`config.mk`:
```
export PLATFORM = sky130hd
export DESIGN_NAME = banner_mask_blend_flat
export DESIGN_NICKNAME = d
export VERILOG_FILES = /design/src/rtl/banner_mask_blend_if.sv /design/src/rtl/banner_mask_blend.sv /design/src/flat_wrapper.sv
export SDC_FILE = /design/constraint.sdc
export NUM_CORES = 1
export LEC_CHECK = 0
export BUFFER_PORTS_ARGS = -buffer_cell sky130_fd_sc_hd__buf_4
export CAP_MARGIN = 10
export CORE_AREA = 3 3 282 284
export DETAILED_ROUTE_END_ITERATION = 10
export DIE_AREA = 0 0 285 287
export SLEW_MARGIN = 20
export SYNTH_ARGS = -nofsm -noshare
export SYNTH_HDL_FRONTEND = slang
export SYNTH_SLANG_ARGS = --single-unit
```
`constraint.sdc`:
```
create_clock -name clk -period 8.15 [get_ports clk]
set_input_delay 0.815 -clock clk [delete_from_list [all_inputs] [get_ports clk]]
set_output_delay 0.815 -clock clk [all_outputs]
set_load 0.02 [all_outputs]
```
`src/rtl/banner_mask_blend_if.sv`:
```
// rtl/banner_mask_blend_if.sv - handshake bundle for the data, mask and output streams
interface banner_mask_blend_if;
    logic        din_data_ready;
    logic        din_data_valid;
    logic        din_data_startofpacket;
    logic        din_data_endofpacket;
    logic [23:0] din_data_data;
    logic        din_mask_ready;
    logic        din_mask_valid;
    logic        din_mask_startofpacket;
    logic        din_mask_endofpacket;
    logic [7:0]  din_mask_data;
    logic        dout_ready;
    logic        dout_valid;
    logic        dout_startofpacket;
    logic        dout_endofpacket;
    logic [23:0] dout_data;

    modport slave (
        output din_data_ready, din_mask_ready,
        output dout_valid, dout_startofpacket, dout_endofpacket, dout_data,
        input  din_data_valid, din_data_startofpacket, din_data_endofpacket, din_data_data,
        input  din_mask_valid, din_mask_startofpacket, din_mask_endofpacket, din_mask_data,
        input  dout_ready
    );

    modport master (
        input  din_data_ready, din_mask_ready,
        input  dout_valid, dout_startofpacket, dout_endofpacket, dout_data,
        output din_data_valid, din_data_startofpacket, din_data_endofpacket, din_data_data,
        output din_mask_valid, din_mask_startofpacket, din_mask_endofpacket, din_mask_data,
        output dout_ready
    );
endinterface

```
`src/rtl/banner_mask_blend.sv`:
```
// rtl/banner_mask_blend.sv - joins pixel and mask streams and alpha-blends over a background colour
module banner_mask_blend #(
    parameter logic [23:0] BG_COLOR = 24'h000000
) (
    input  logic                clk,
    input  logic                reset,
    input  logic [23:0]         bg_color,
    output logic                sync_error,
    banner_mask_blend_if.slave  s
);
    logic        hd_q, hd_d, hm_q, hm_d;
    logic [25:0] dh_q, dh_d;
    logic [9:0]  mh_q, mh_d;
    logic [23:0] bg_q, bg_sel;
    logic        v1_q, sop1_q, eop1_q;
    logic [47:0] p_q, p_d;
    logic        dout_valid_q, dout_sop_q, dout_eop_q, sync_error_q;
    logic [23:0] dout_data_q;
    logic        adv1, adv2, join_w, acc_d, acc_m;

    function automatic logic [15:0] mix(input logic [7:0] d, input logic [7:0] bg, input logic [7:0] m);
        return 16'(d) * 16'(m) + 16'(bg) * 16'(8'd255 - m);
    endfunction

    // Exact round-to-nearest of p/255 without a divider.
    function automatic logic [7:0] div255(input logic [15:0] p);
        logic [16:0] q;
        q = {1'b0, p} + 17'd128;
        return 8'((q + (q >> 8)) >> 8);
    endfunction

    assign adv2   = !dout_valid_q | s.dout_ready;
    assign adv1   = !v1_q | adv2;
    assign join_w = hd_q & hm_q & adv1;

    assign s.din_data_ready = !reset & (!hd_q | join_w);
    assign s.din_mask_ready = !reset & (!hm_q | join_w);
    assign acc_d = s.din_data_valid & s.din_data_ready;
    assign acc_m = s.din_mask_valid & s.din_mask_ready;

    assign hd_d = acc_d | (hd_q & !join_w);
    assign hm_d = acc_m | (hm_q & !join_w);
    assign dh_d = acc_d ? {s.din_data_startofpacket, s.din_data_endofpacket, s.din_data_data} : dh_q;
    assign mh_d = acc_m ? {s.din_mask_startofpacket, s.din_mask_endofpacket, s.din_mask_data} : mh_q;

    assign bg_sel = dh_q[25] ? bg_color : bg_q;
    assign p_d = {mix(dh_q[23:16], bg_sel[23:16], mh_q[7:0]),
                  mix(dh_q[15:8],  bg_sel[15:8],  mh_q[7:0]),
                  mix(dh_q[7:0],   bg_sel[7:0],   mh_q[7:0])};

    always_ff @(posedge clk) begin
        if (reset) begin
            hd_q         <= 1'b0;
            hm_q         <= 1'b0;
            dh_q         <= '0;
            mh_q         <= '0;
            bg_q         <= BG_COLOR;
            v1_q         <= 1'b0;
            sop1_q       <= 1'b0;
            eop1_q       <= 1'b0;
            p_q          <= '0;
            dout_valid_q <= 1'b0;
            dout_sop_q   <= 1'b0;
            dout_eop_q   <= 1'b0;
            dout_data_q  <= '0;
            sync_error_q <= 1'b0;
        end else begin
            hd_q <= hd_d;
            hm_q <= hm_d;
            dh_q <= dh_d;
            mh_q <= mh_d;
            sync_error_q <= join_w & ((dh_q[25] != mh_q[9]) | (dh_q[24] != mh_q[8]));
            if (join_w && dh_q[25]) begin
                bg_q <= bg_color;
            end
            if (adv1) begin
                v1_q <= join_w;
                if (join_w) begin
                    p_q    <= p_d;
                    sop1_q <= dh_q[25];
                    eop1_q <= dh_q[24];
                end
            end
            if (adv2) begin
                dout_valid_q <= v1_q;
                if (v1_q) begin
                    dout_data_q <= {div255(p_q[47:32]), div255(p_q[31:16]), div255(p_q[15:0])};
                    dout_sop_q  <= sop1_q;
                    dout_eop_q  <= eop1_q;
                end
            end
        end
    end

    assign s.dout_valid         = dout_valid_q;
    assign s.dout_startofpacket = dout_sop_q;
    assign s.dout_endofpacket   = dout_eop_q;
    assign s.dout_data          = dout_data_q;
    assign sync_error           = sync_error_q;
endmodule

```
`src/flat_wrapper.sv`:
```
// flat-port wrapper written by rule: the top's interface ports become plain ports
module banner_mask_blend_flat 
#(
    parameter logic [23:0] BG_COLOR = 24'h000000
)
  (clk, reset, bg_color, sync_error, s_din_data_ready, s_din_mask_ready, s_dout_valid, s_dout_startofpacket, s_dout_endofpacket, s_dout_data, s_din_data_valid, s_din_data_startofpacket, s_din_data_endofpacket, s_din_data_data, s_din_mask_valid, s_din_mask_startofpacket, s_din_mask_endofpacket, s_din_mask_data, s_dout_ready);
  banner_mask_blend_if s_i ();
  input  logic clk;
  input  logic reset;
  input  logic [23:0] bg_color;
  output logic sync_error;
  output wire logic [$bits(s_i.din_data_ready)-1:0] s_din_data_ready;
  output wire logic [$bits(s_i.din_mask_ready)-1:0] s_din_mask_ready;
  output wire logic [$bits(s_i.dout_valid)-1:0] s_dout_valid;
  output wire logic [$bits(s_i.dout_startofpacket)-1:0] s_dout_startofpacket;
  output wire logic [$bits(s_i.dout_endofpacket)-1:0] s_dout_endofpacket;
  output wire logic [$bits(s_i.dout_data)-1:0] s_dout_data;
  input wire logic [$bits(s_i.din_data_valid)-1:0] s_din_data_valid;
  input wire logic [$bits(s_i.din_data_startofpacket)-1:0] s_din_data_startofpacket;
  input wire logic [$bits(s_i.din_data_endofpacket)-1:0] s_din_data_endofpacket;
  input wire logic [$bits(s_i.din_data_data)-1:0] s_din_data_data;
  input wire logic [$bits(s_i.din_mask_valid)-1:0] s_din_mask_valid;
  input wire logic [$bits(s_i.din_mask_startofpacket)-1:0] s_din_mask_startofpacket;
  input wire logic [$bits(s_i.din_mask_endofpacket)-1:0] s_din_mask_endofpacket;
  input wire logic [$bits(s_i.din_mask_data)-1:0] s_din_mask_data;
  input wire logic [$bits(s_i.dout_ready)-1:0] s_dout_ready;
  assign s_din_data_ready = s_i.din_data_ready;
  assign s_din_mask_ready = s_i.din_mask_ready;
  assign s_dout_valid = s_i.dout_valid;
  assign s_dout_startofpacket = s_i.dout_startofpacket;
  assign s_dout_endofpacket = s_i.dout_endofpacket;
  assign s_dout_data = s_i.dout_data;
  assign s_i.din_data_valid = s_din_data_valid;
  assign s_i.din_data_startofpacket = s_din_data_startofpacket;
  assign s_i.din_data_endofpacket = s_din_data_endofpacket;
  assign s_i.din_data_data = s_din_data_data;
  assign s_i.din_mask_valid = s_din_mask_valid;
  assign s_i.din_mask_startofpacket = s_din_mask_startofpacket;
  assign s_i.din_mask_endofpacket = s_din_mask_endofpacket;
  assign s_i.din_mask_data = s_din_mask_data;
  assign s_i.dout_ready = s_dout_ready;
  banner_mask_blend #(.BG_COLOR(BG_COLOR)) u_core (.clk(clk), .reset(reset), .bg_color(bg_color), .sync_error(sync_error), .s(s_i));
endmodule
```
# After elaboration in Yosys (flattened, before gate mapping)
# Cells that the tools add are included.
word_totals:
  regBits: 141
  output_inout_bits: 30
  word_cells: 58
op_classes:
  addsub: 10
  multipliers: 6
  n_eq_ne: 2
  muxes: 1
  bitwise: 16
  reduce_logical: 9
ops:
  columns: ["cell", "n"]
  rows:
  - ["16-bit by 8-bit adder with 17-bit output, second input constant", 3]
  - ["16-bit adder", 3]
  - ["16-bit by 9-bit adder with 16-bit output", 3]
  - ["8-bit by 16-bit multiplier with 16-bit output", 3]
  - ["8-bit by 8-bit multiplier with 16-bit output", 3]
  - ["24-bit two-way mux", 1]
  - ["1-bit bitwise AND", 9]
  - ["8-bit by 8-bit subtractor with 9-bit output, first input constant", 1]
  - ["1-bit OR", 7]
  - ["1-bit logical NOT", 6]
  - ["2-bit AND reduction", 2]
  - ["1-bit != test", 2]
  - ["1-bit logical AND", 1]

# Longest topological paths before layout
depth:
  depth_word: 8
  depth_mapped: 24

# Worst setup path after synthesis
# Ideal clock, no wire load.
synth_path:
  path_kind: "reg-to-reg"
  startpoint: "register u_core.dh_q[25]"
  endpoint: "register u_core.p_q[45]"
  arrival_ns: 6.118
  required_ns: 8.028
  slack_ns: 1.910
  stages_incl_launch_ff: 22
  path_buffers: 2
  cell_sequence: "dfxtp_1 clkbuf_1 buf_1 mux2i_1 nor2_1 fa_1 inv_1 fa_1 inv_1 fa_1 fa_1 fa_1 inv_1 fa_1 inv_1 ha_1 inv_1 o31ai_1 a211oi_1 nor2_1 nor4b_1 a311o_1"
synth_between:
  elab_chain_len: 3
synth_rtl:
  columns: ["item", "line_no", "rtl"]
  rows:
  - ["start: declaration", "banner_mask_blend.sv:12", "logic [25:0] dh_q, dh_d;"]
  - ["start signal: assignment", "banner_mask_blend.sv:70", "dh_q <= dh_d;"]
  - ["24-bit two-way mux", "banner_mask_blend.sv:46", "assign bg_sel = dh_q[25] ? bg_color : bg_q;"]
  - ["8-bit by 16-bit multiplier with 16-bit output", "banner_mask_blend.sv:22", "return 16'(d) * 16'(m) + 16'(bg) * 16'(8'd255 - m);"]
  - ["16-bit adder", "banner_mask_blend.sv:22", null]
  - ["end signal: assignment", "banner_mask_blend.sv:79", "p_q <= p_d;"]
  - ["end: declaration", "banner_mask_blend.sv:16", "logic [47:0] p_q, p_d;"]
# Every way passes these cells.
# A chain may end at the register's enable or synchronous reset.

# Worst setup path in the final report
# Ends and elaborated chain as after synthesis.

==> impl_metrics.toml <==
[cells_and_area]
layout-drive-gt1-share_pct = 9.82
instances_no_fill = 3383
layout.nets = 2895
area_delta_synth_final_pct = 12.3
diodes = 0
final_cell_mix = "inv_1, nand2_1, fa_1"
final_common_cell = "inv_1"
fin_area_mm2 = 0.0216
fin_util_pct = 28.0

[critical_path]
crit_buf_inv = 4
critPathCaptureType = "flip-flop"
cp_top_family = "adder cells"
worst-path-max-fanout = 28
required_ns = 8.50
slowest_stage = "dfxtp_2"
path_cells = "mux2i_1 > or2_2 > fa_1 > fa_1 > inv_1 > fa_1 > fa_1 > fa_1 > inv_1 > fa_1 > inv_1 > ha_1 > inv_1 > o31ai_1 > a211oi_1 > nor2_1 > nor4b_1 > a311o_1"
max_stage_delay_ns = 1.02
arrival_ns = 7.10
path_class = "reg -> reg"
crit_top_cell = "fa_1"
critPathLaunchType = "flip-flop"

[sta]
period_share_pct = 82.8
finalCriticalPeriod_ns = 6.75
finalSetupViolCount = 0
finClkSkew_ns = 0.0193
layout_setup_ws_ns = 1.40
slew_headroom_pct = 25.4
slew_viol_final = 0
rsz0062_at_grt = "no"
hold_viol = 0
max_freq_mhz = 148
fin_hold_ws_ns = 0.454
worst_slew_pin_slew_ns = 1.12
fin_setup_tns_ns = 0

[global_routing]
grt_pass1_wl_mm = 82.3
grt_pass1_vias = 14700
grt_max_degree = 63
grt-ovfl-total = 0
antenna_found_initial = 1
grt_usage_pct = 12.7

[place]
place_ws_ns = 1.46
place.gp.congestion = 0.859
placed_area_mm2 = 0.0211
placed_cells = 3351
portBuffers = 94
hpwl_mm = 40.0

[pwr]
p_leak_nw = 10.5
p_per_area_mw_per_mm2 = 130
p_total_mw = 2.81
ir_drop_v = 0.000168

[synthesis]
ys_warn_count = 0
ys_seq_area_share_pct = 14.6
synth_ff_type = "dfxtp_1"
synth-edff-count = 0
synth_top_area_share_pct = 29.9
postSynthAreaPerCell_um2 = 8.41
netlist_instances = 2291
ys_top_cells_by_area = "fa_1, dfxtp_1, ha_1"
synth_cell_types = 59
synth_top_area_cell = "fa_1"
ys_seq_elements = 141
syn_area_mm2 = 0.0193
async_flop_share_pct = 0

[drt]
finalWirelength_mm = 50.8
route.detailed.drc = 0
first_pass_iters = 7
initialDrtViolationCount = 932
wl_per_cell_um = 15.0
detail-route-antenna-nets = 0
via_per_inst = 4.35
vias = 14700

[clocking]
post_cts_resized = 0
cts_tree = "done"
ctsLongestPathBuffers = 2
clock-sinks = 141
clk_latency_ns = 0.47
cts-buffers-inserted = 17
postCtsSetupBuffers = 0
clkTransAtPathRegs_ns = 0.07
htreeDepth = 4
cts-root-buf = "clkbuf_16"
cts_hold_buf = 0

[die]
die-area_mm2 = 0.0818
rows = 102
ioPinCount = 95
die_x_um = 285
die_height_um = 287
coreArea_mm2 = 0.0773
start_util_pct = 24.9

[worst_hold_path]
min_path_type = "reg -> reg"

[job]
drv_cap = 0

[outcome]
status = "completed"
==> metal layers <==
| layer | track usage, % | wire length (um) | vias up |
|---|---|---|---|
| met5 | 0 | 0 | - |
| met4 | 2.14 | 408 | 0 |
| met3 | 3.35 | 3650 | 26 |
| met2 | 17.9 | 20300 | 337 |
| met1 | 19.5 | 26400 | 7151 |
| li1 | - | - | 7205 |
==> kinds of logic after synthesis <==
family,Yosys count,synth area share [%]
mux,25,1.30
xor+xnor,64,2.95
flops,141,14.6
compound gates,278,8.70
fa+ha+maj,500,43.7
buf+inv,521,10.2
other cells,1,0.0195
simple gates,761,18.5
==> where the power goes <==
| part | total [mW] | switching (mW) | internal (mW) |
|---|---|---|---|
| Clock | 0.794 | 0.385 | 0.409 |
| Combinational | 1.23 | 0.721 | 0.505 |
| Sequential | 0.791 | 0.0713 | 0.720 |
==> state kept, by name, indices dropped and copies added (netlist names) <==
register	count
u_core.s.dout_startofpacket	1
u_core.hd_q	1
u_core.s.dout_valid	1
u_core.v1_q	1
u_core.dh_q	26
u_core.s.dout_data	24
u_core.hm_q	1
u_core.bg_q	24
u_core.sync_error	1
u_core.p_q	48
u_core.sop1_q	1
u_core.eop1_q	1
u_core.s.dout_endofpacket	1
u_core.mh_q	10
==> path summary, 6_finish.rpt <==
path	slack [ns]	end	depth (start not counted)	start
min reg2reg	0.45	u_core.s.dout_startofpacket	2	u_core.sop1_q
max	1.40	u_core.p_q[45]	18	u_core.dh_q[25]
min	0.45	u_core.s.dout_startofpacket	2	u_core.sop1_q
max reg2reg	1.40	u_core.p_q[45]	18	u_core.dh_q[25]
==> Yosys cell counts, types with 6 or more instances <==
| library cell | instances |
|---|---|
| and3_1 | 14 |
| nor3_1 | 13 |
| dfxtp_1 | 141 |
| or2_2 | 62 |
| nor2_1 | 172 |
| o21a_1 | 6 |
| inv_1 | 423 |
| xnor2_1 | 53 |
| mux2i_1 | 25 |
| ha_1 | 212 |
| o31ai_1 | 8 |
| xor2_1 | 10 |
| buf_1 | 7 |
| o21ai_0 | 64 |
| nand3_1 | 40 |
| a21o_1 | 13 |
| a31oi_1 | 6 |
| a211oi_1 | 26 |
| nand2_1 | 305 |
| a21oi_1 | 115 |
| and2_1 | 118 |
| nand4_1 | 9 |
| o211ai_1 | 7 |
| a31o_2 | 7 |
| clkbuf_1 | 88 |
| fa_1 | 288 |
==> layout make-up <==
type	count	area, um^2
clock inverter	14	128
clock buffer	18	439
timing repair buffer	115	863
inverter	424	1590
sequential	141	2830
tap	1040	1300
fill	8389	55700
multi-input combinational	1631	14500
==> worst min-delay path, cell delays in order, from the launching register on <==
cell and delay, ns:
dfxtp_1 0.31, nand2_1 0.05, a21oi_1 0.05
Power figures use the tool's default switching activity.
